[src/rtl/johnson_sequencer.sv]
// Johnson (twisted-ring) phase counter with a run/hold/abort sequencer,
// seed loading with validity check and a decoded phase index kept in lockstep.
module johnson_sequencer #(
    parameter int WIDTH = 4,
    parameter int CNT_W = 8,
    parameter int PH_W  = $clog2(2*WIDTH)
) (
    input  logic             clk,
    input  logic             reset,
    input  logic             start,
    input  logic [CNT_W-1:0] steps,
    input  logic             dir,
    input  logic             hold,
    input  logic             abort,
    input  logic             load,
    input  logic [WIDTH-1:0] seed,
    output logic [WIDTH-1:0] q,
    output logic [PH_W-1:0]  phase,
    output logic             busy,
    output logic             done,
    output logic             aborted,
    output logic             seed_err
);

    typedef enum logic [1:0] {IDLE, RUN, PAUSE, DONE} state_t;

    state_t           state_q, state_d;
    logic [WIDTH-1:0] q_q, q_d;
    logic [PH_W-1:0]  ph_q, ph_d;
    logic [CNT_W-1:0] cnt_q, cnt_d;
    logic             dir_q, dir_d;
    logic             busy_q, busy_d;
    logic             done_q, done_d;
    logic             aborted_q, aborted_d;
    logic             seed_err_q, seed_err_d;

    function automatic logic [WIDTH-1:0] step_code(input logic [WIDTH-1:0] c,
                                                   input logic rev);
        if (rev)
            return {c[WIDTH-2:0], ~c[WIDTH-1]};
        return {~c[0], c[WIDTH-1:1]};
    endfunction

    function automatic logic [PH_W-1:0] step_phase(input logic [PH_W-1:0] p,
                                                   input logic rev);
        if (rev)
            return (p == '0) ? PH_W'(2*WIDTH-1) : p - PH_W'(1);
        return (p == PH_W'(2*WIDTH-1)) ? '0 : p + PH_W'(1);
    endfunction

    // A legal Johnson code has at most one boundary between adjacent bits.
    function automatic logic seed_valid(input logic [WIDTH-1:0] s);
        logic [WIDTH-2:0] edges;
        edges = s[WIDTH-1:1] ^ s[WIDTH-2:0];
        return (edges & (edges - (WIDTH-1)'(1))) == '0;
    endfunction

    // Ones packed at the MSB side count up from 0; ones at the LSB side are
    // the second half of the ring, i.e. 2W minus the number of ones.
    function automatic logic [PH_W-1:0] seed_phase(input logic [WIDTH-1:0] s);
        logic [PH_W-1:0] ones;
        ones = '0;
        for (int i = 0; i < WIDTH; i++)
            ones = ones + PH_W'(s[i]);
        if (s[WIDTH-1] || ones == '0)
            return ones;
        return PH_W'(2*WIDTH-1) - ones + PH_W'(1);
    endfunction

    always_comb begin
        state_d    = state_q;
        q_d        = q_q;
        ph_d       = ph_q;
        cnt_d      = cnt_q;
        dir_d      = dir_q;
        aborted_d  = 1'b0;
        seed_err_d = 1'b0;
        case (state_q)
            IDLE: begin
                if (load) begin
                    if (seed_valid(seed)) begin
                        q_d  = seed;
                        ph_d = seed_phase(seed);
                    end else begin
                        q_d        = '0;
                        ph_d       = '0;
                        seed_err_d = 1'b1;
                    end
                end else if (start) begin
                    if (steps != '0) begin
                        cnt_d   = steps;
                        dir_d   = dir;
                        state_d = RUN;
                    end else begin
                        state_d = DONE;
                    end
                end
            end
            RUN: begin
                if (abort) begin
                    state_d   = IDLE;
                    aborted_d = 1'b1;
                end else if (hold) begin
                    state_d = PAUSE;
                end else begin
                    q_d   = step_code(q_q, dir_q);
                    ph_d  = step_phase(ph_q, dir_q);
                    cnt_d = cnt_q - CNT_W'(1);
                    if (cnt_q == CNT_W'(1))
                        state_d = DONE;
                end
            end
            PAUSE: begin
                if (abort) begin
                    state_d   = IDLE;
                    aborted_d = 1'b1;
                end else if (!hold) begin
                    state_d = RUN;
                end
            end
            DONE:    state_d = IDLE;
            default: state_d = IDLE;
        endcase
        busy_d = (state_d == RUN) || (state_d == PAUSE);
        done_d = (state_d == DONE);
    end

    always_ff @(posedge clk) begin
        if (reset) begin
            state_q    <= IDLE;
            q_q        <= '0;
            ph_q       <= '0;
            cnt_q      <= '0;
            dir_q      <= 1'b0;
            busy_q     <= 1'b0;
            done_q     <= 1'b0;
            aborted_q  <= 1'b0;
            seed_err_q <= 1'b0;
        end else begin
            state_q    <= state_d;
            q_q        <= q_d;
            ph_q       <= ph_d;
            cnt_q      <= cnt_d;
            dir_q      <= dir_d;
            busy_q     <= busy_d;
            done_q     <= done_d;
            aborted_q  <= aborted_d;
            seed_err_q <= seed_err_d;
        end
    end

    assign q        = q_q;
    assign phase    = ph_q;
    assign busy     = busy_q;
    assign done     = done_q;
    assign aborted  = aborted_q;
    assign seed_err = seed_err_q;

endmodule

[config.mk]
export PLATFORM = sky130hd
export DESIGN_NAME = johnson_sequencer
export DESIGN_NICKNAME = d
export VERILOG_FILES = /design/src/rtl/johnson_sequencer.sv
export SDC_FILE = /design/constraint.sdc
export NUM_CORES = 1
export LEC_CHECK = 0
export CORE_MARGIN = 2
export CORE_UTILIZATION = 52
export CTS_BUF_LIST = sky130_fd_sc_hd__clkbuf_16
export CTS_CLUSTER_SIZE = 28
export DETAILED_ROUTE_END_ITERATION = 12
export PLACE_DENSITY = 0.8
export REMOVE_ABC_BUFFERS = 1
export SLEW_MARGIN = 10
export SYNTH_ARGS = -nofsm -noshare
export SYNTH_HDL_FRONTEND = slang
export SYNTH_SLANG_ARGS = --single-unit
[constraint.sdc]
create_clock -name clk -period 3.01 [get_ports clk]
set_clock_uncertainty 0.15 [all_clocks]
set_input_delay 0.602 -clock clk [delete_from_list [all_inputs] [get_ports clk]]
set_output_delay 0.602 -clock clk [all_outputs]
set_load 0.02 [all_outputs]
==> flow_summary_export.csv, run 1 <==
group,metric,value,unit
clocking,cts.path.max_buffers,2,
route,antenna_left,0,
die,dieArea,0.00357,mm2
route,wl,4450,um
placed_design,placement.io_buffers,29,
final_layout,nNetsFinal,260,
route,post_drt_wl_per_cell,17.3,um
setup_path,worstRegToRegCells,6,
clocking,clock_sink_count,22,
final_layout,n_antenna_cell,0,
clocking,cts-htree-levels,1,
synth,netlist-cell-type-count,46,
synth,synth-seq-cells,22,
placed_design,place.detailed.hpwl,3180,um
placed_design,placement.cell_area,0.00196,mm2
synth,synth-edff-count,0,
die,die_w,59.7,um
synth,synth_cells,194,
final_layout,layout-area-overhead-vs-synth,27.5,%
grt,grt_pass1_vias,1630,
pwr,leak,0.000778,uW
clocking,clkSlewWorstSetupHoldPaths,0.06,ns
sta,finalCritPeriodShare,0.981,
synth,syn-cell-area,0.00161,mm2
clocking,cts-buffers-inserted,3,
clocking,cts.repair_timing.setup_buffer_count,0,
route,dr_total_vias,1639,
setup_path,worst-path-max-fanout,2,
route,drt_iter0_drc,115,
setup_path,critical_path.startpoint,"seed[3]",
setup_path,register_to_register_setup_slack,0.76,ns
final_layout,layout-drive-gt1-share,0.121,
sta,finalCriticalPeriod,2.95,ns
sta,final_hold_viol_count,0,
route,drt_pass1_iterations,4,
setup_path,reg2reg_to,"cnt_q[0]$_SDFFE_PP0P_",
synth,synth.yosys.warnings,0,
setup_path,critPathRequiredTime,2.98,ns
sta,final_setup_violating_endpoints,0,
setup_path,worstSetupEndpoint,"phase[2]$_SDFFE_PP0P_",
final_layout,layout_commonest_cell,"clkdlybuf4s50_1",
min_path,hold_path.startpoint,"cnt_q[7]$_SDFFE_PP0P_",
die,placeableCoreArea,0.00300,mm2
sta,report.final.slew_viol_count,0,
synth,syn_area_per_cell,8.32,um2
placed_design,numPlacedInstances,253,
clocking,cts_root_buffer,"clkbuf_16",
clocking,clock_insertion_delay_worst_skew,0.26,ns
die,die-height,59.7,um
synth,synth_sequential_area_ratio,0.273,
setup_path,criticalPathCategory,"in2reg",
setup_path,critical_path_arrival,2.92,ns
synth,synthArstFlopShare,0,
clocking,cts_tree,"yes",
setup_path,critical_path.cell_chain,"dlygate4sd2_1 > fa_1 > ha_2 > ha_4 > inv_1 > ha_1 > ha_2 > nor2_2 > mux2_4 > o211ai_1 > a311oi_1",
grt,grt-ovfl-total,0,
setup_path,regToRegStartpoint,"state_q[1]$_SDFF_PP0_",
die,initial_utilization,0.538,
grt,grt_pass1_wl,7330,um
setup_path,endpoint_kind,"register",
final_layout,layout.cells.most_common_list,"clkdlybuf4s50_1, dfxtp_1, nor2_1, inv_1, ha_1",
route,detail_route.drc_violations,0,
die,row_count,20,
sta,tightest_slew,0.676,ns
die,ios,30,
setup_path,max_stage_delay,0.48,ns
route,vias_per_cell,6.38,
grt,grt_usage,0.270,
pwr,power_per_cell_area,466,mW/mm2
synth,synth_ff_type,"dfxtp_1",
setup_path,critical_path.most_common_cell,"ha_2",
grt,pin_count_of_the_biggest_net_entering_global_routing,18,
sta,worst_slew_slack_as_a_fraction_of_its_limit,0.543,
final_layout,fin_cells,257,
sta,maxClockFrequency,339,MHz
status,outcome,"completed",
final_layout,postLayoutCellArea,0.00206,mm2
setup_path,crit_path_top_delay_cell,"fa_1",
final_layout,post-route-util,0.685,
run,max_cap_violations,0,
grt,grt_antenna_before_repair,0,
min_path,hold_path_class,"reg2reg",
setup_path,startpoint_type,"input port",
pwr,ir_worst_vdd,201,uV
placed_design,place_congestion,0.873,
## report_power, final
| group | total (uW) | leakage (uW) | internal (uW) | switching [uW] |
|---|---|---|---|---|
| sequential | 350 | 0.000181 | 318 | 31.9 |
| clock | 284 | 0.0000385 | 177 | 107 |
| combinational | 325 | 0.000559 | 154 | 170 |
## cell families after synthesis
group                      synth area share
AOI/OAI and AO/OA                     0.272
and+or+nand+nor                       0.224
buffers and inverters                0.0682
muxes                                0.0341
adders and majority gates             0.129
DFF                                   0.273
## metrics by stage
stage	setup TNS, ns	setup slack, ns	hold slack (ns)	total power [uW]
floorplan	0	0.146	0.305	534
global placement	-0.735	-0.369	0.321	638
detailed placement	-0.944	-0.473	0.333	659
CTS	0	0.00502	0.341	944
global route	-0.0509	-0.0437	0.361	1010
finish	0	0.0582	0.345	959
## cell usage after synthesis, drive strengths merged, types with 2 or more instances
master | number | area share
nor4 | 3 | 0.016
o21a | 2 | 0.0093
o311ai | 5 | 0.027
and3 | 3 | 0.012
buf | 6 | 0.022
nand2 | 10 | 0.023
nor2b | 9 | 0.035
nor2 | 17 | 0.040
a211oi | 2 | 0.012
nor4b | 2 | 0.011
nand2b | 4 | 0.016
mux2 | 4 | 0.028
nand3 | 3 | 0.0093
or2 | 2 | 0.0078
and2 | 2 | 0.0078
dfxtp | 22 | 0.27
nor3 | 3 | 0.012
or4 | 4 | 0.023
o31ai | 7 | 0.036
a31oi | 2 | 0.0078
ha | 15 | 0.12
clkbuf | 6 | 0.014
o21ai | 9 | 0.028
inv | 13 | 0.030
or3 | 2 | 0.0078
o211ai | 8 | 0.037
a311oi | 8 | 0.043
a21oi | 10 | 0.031
## worst min path at each step
stage,end,depth (start not counted)
floorplan,cnt_q[7]$_SDFFE_PP0P_,2
global placement,cnt_q[7]$_SDFFE_PP0P_,2
detailed placement,cnt_q[7]$_SDFFE_PP0P_,2
CTS,cnt_q[7]$_SDFFE_PP0P_,2
global route,cnt_q[7]$_SDFFE_PP0P_,2
finish,cnt_q[7]$_SDFFE_PP0P_,2
## metal layers
layer / global-route usage / up-vias / routed length [um]
met1: 0.354 / 788 / 1920
met2: 0.436 / 57 / 2190
met5: 0 / - / 0
met4: 0.124 / 0 / 97
li1: - / 786 / -
met3: 0.0368 / 8 / 246
## registers in the layout, summed over array words and instances (netlist names)
register,cells
q,4
dir_q,1
seed_err,1
done,1
cnt_q,8
aborted,1
state_q,2
busy,1
phase,3
## repair_timing
item | 4_1_cts | 5_1_grt
setup endpoints to repair | 2 | 2
pin swaps | 3 | 4
hold buffers | 0 | 0
resized for setup | 4 | 5
## layout make-up
type | count | area, um2
inverter | 14 | 52.6
clock inverter | 1 | 3.75
sequential | 22 | 440
timing repair buffer | 38 | 354
tap | 33 | 41.3
fill | 240 | 945
multi-input combinational | 146 | 1090
clock buffer | 3 | 75.1
## critical path, delay by kind of cell
kind	cells	cell delay (ns)
and+or+nand+nor	1	0.16
buffers and inverters	2	0.30
AOI/OAI and AO/OA	2	0.21
muxes	1	0.32
adders and majority gates	5	1.33
(Power assumes the default switching activity.)
==> inputs of run 2 (changes only) <==
PLACE_DENSITY = 0.79   (was 0.8)
clock period = 3.3 ns   (was 3.01 ns; I/O delays follow)
==> run 2 against run 1 <==
Count of clock-buffer cells in the layout stayed put. Critical path depth stayed put. Cell count is 1.2% lower. Total power is 11% lower. Critical endpoint is now phase[1]$_SDFFE_PP0P_. First-iteration DRC count is 1.7% lower. Register-to-register slack hardly changed. Final area is 1.6% lower. Setup slack better by 0.25 ns. Flip-flop and latch count stayed put. Combinational power is 14% lower. Global-route usage is 1.7 points lower.
==> flow_summary_export.csv, run 2 (same netlist as run 1, synthesis figures left out) <==
group,metric,value,unit
setup_path,startpoint_type,"input port",
final_layout,nNetsFinal,258,
placed_design,place_congestion,0.824,
die,ios,30,
setup_path,critical_path_arrival,2.96,ns
placed_design,placement.cell_area,0.00194,mm2
grt,grt_usage,0.253,
route,vias_per_cell,6.30,
grt,grt-ovfl-total,0,
grt,grt_pass1_vias,1596,
route,antenna_left,0,
final_layout,regMostFlops,"cnt_q",
grt,pin_count_of_the_biggest_net_entering_global_routing,24,
route,top_layer_used,"met4",
setup_path,max_stage_delay,0.49,ns
sta,report.final.slew_viol_count,0,
die,die-height,59.7,um
final_layout,largest_register_ffs,8,
route,post_drt_wl_per_cell,16.8,um
clocking,cts_root_buffer,"clkbuf_16",
sta,final_setup_violating_endpoints,0,
sta,finalCriticalPeriod,2.99,ns
setup_path,regToRegStartpoint,"state_q[1]$_SDFF_PP0_",
setup_path,critical_path.cell_chain,"dlymetal6s2s_1 > fa_1 > ha_1 > ha_1 > inv_1 > ha_1 > ha_1 > nor2_2 > mux2_2 > o211ai_1 > a311oi_1",
final_layout,fillCellCount,256,
clocking,cts.path.max_buffers,2,
route,routed_met1_length,1890,um
min_path,hold_path.startpoint,"cnt_q[7]$_SDFFE_PP0P_",
final_layout,multi_input_comb_area,0.00107,mm2
final_layout,layout.cells.most_common_list,"clkdlybuf4s50_1, dfxtp_1, nor2_1, ha_1, inv_1",
pwr,ir_worst_vdd,188,uV
sta,finalCritPeriodShare,0.905,
final_layout,post-route-util,0.675,
setup_path,critPathRequiredTime,3.27,ns
grt,grt_antenna_before_repair,0,
min_path,hold_path_class,"reg2reg",
setup_path,endpoint_kind,"register",
route,wl,4270,um
final_layout,layout-drive-gt1-share,0.0995,
final_layout,postLayoutCellArea,0.00203,mm2
setup_path,worst-path-max-fanout,2,
placed_design,placement.io_buffers,29,
clocking,cts-buffers-inserted,3,
min_path,worst_hold_path.endpoint,"cnt_q[7]$_SDFFE_PP0P_",
setup_path,reg2reg_to,"cnt_q[6]$_SDFFE_PP0P_",
placed_design,place.detailed.hpwl,3160,um
setup_path,crit_path_top_delay_cell,"fa_1",
clocking,cts_tree,"yes",
clocking,clkSlewWorstSetupHoldPaths,0.06,ns
sta,tightest_slew,0.793,ns
final_layout,layout_commonest_cell,"clkdlybuf4s50_1",
die,placeableCoreArea,0.00300,mm2
sta,worst_slew_slack_as_a_fraction_of_its_limit,0.472,
die,initial_utilization,0.538,
pwr,leak,0.000786,uW
die,row_count,20,
route,routed_length_on_met3,193,um
clocking,cts.repair_timing.setup_buffer_count,0,
sta,final_hold_viol_count,0,
pwr,power_per_cell_area,423,mW/mm2
grt,grt_pass1_wl,6920,um
sta,setup_repair_after_global_routing_missed_its_margin,"false",
final_layout,n_antenna_cell,0,
route,drt_iter0_drc,113,
clocking,clock_insertion_delay_worst_skew,0.26,ns
route,route.met2.wl,2120,um
status,outcome,"completed",
clocking,cts-htree-levels,1,
final_layout,area.sequential,440,um2
die,die_w,59.7,um
die,dieArea,0.00357,mm2
run,max_cap_violations,0,
min_path,number_of_instances_on_the_worst_hold_path,2,
setup_path,worstRegToRegCells,7,
route,dr_total_vias,1601,
clocking,clock_sink_count,22,
setup_path,critical_path.most_common_cell,"ha_1",
route,drt_pass1_iterations,4,
sta,maxClockFrequency,335,MHz
setup_path,criticalPathCategory,"in2reg",
route,detail_route.drc_violations,0,
final_layout,layout-area-overhead-vs-synth,25.5,%
setup_path,register_to_register_setup_slack,0.76,ns
==> run 2: area by class of cell <==
type / instances / area share
Clock buffer: 3 / 0.0371
Inverter: 14 / 0.0259
Multi-Input combinational cell: 146 / 0.526
Sequential cell: 22 / 0.217
Tap cell: 33 / 0.0204
Timing Repair Buffer: 36 / 0.173
==> run 2: worst max-delay path by stage <==
stage,depth (start not counted),slack (ns),from,end
after global routing,11,0.20,seed[0],phase[2]$_SDFFE_PP0P_
after CTS,11,0.02,seed[0],phase[2]$_SDFFE_PP0P_
after global placement,11,-0.14,seed[0],phase[2]$_SDFFE_PP0P_
final,11,0.31,seed[0],phase[1]$_SDFFE_PP0P_
after floorplan,10,0.38,seed[0],phase[1]$_SDFFE_PP0P_
after detailed placement,11,-0.24,seed[0],phase[1]$_SDFFE_PP0P_
==> run 2: stage by stage <==
step,TNS [ns],instances,total power [uW],hold slack (ns),setup slack [ns]
2_1_floorplan,0,182,487,0.305,0.378
3_3_place_gp,-0.273,251,580,0.324,-0.138
3_5_place_dp,-0.483,251,599,0.331,-0.242
4_1_cts,0,254,854,0.357,0.0179
5_1_grt,0,254,906,0.368,0.198
6_report,0,254,856,0.363,0.313
==> run 2: power breakdown <==
part / internal, uW / switching (uW)
registers: 290 / 28.5
clock network: 160 / 96.9
logic: 132 / 148
total: 582 / 274
==> run 2: per-layer routing <==
metal	vias up	global-route usage
li1	776	-
met1	764	0.323
met2	54	0.432
met3	7	0.0216
met4	0	0.111
met5	-	0
==> run 2: what timing repair did <==
action / 4_1_cts / 5_1_grt
setup endpoints to repair: 0 / 2
resized for setup: 0 / 4
hold buffers: 0 / 0
==> run 2: worst max-delay path: cells and delay by family <==
kind                       cells  cell delay, ns
muxes                          1            0.35
AOI/OAI and AO/OA              2            0.22
buffers and inverters          2            0.20
and+or+nand+nor                1            0.15
adders and majority gates      5            1.38
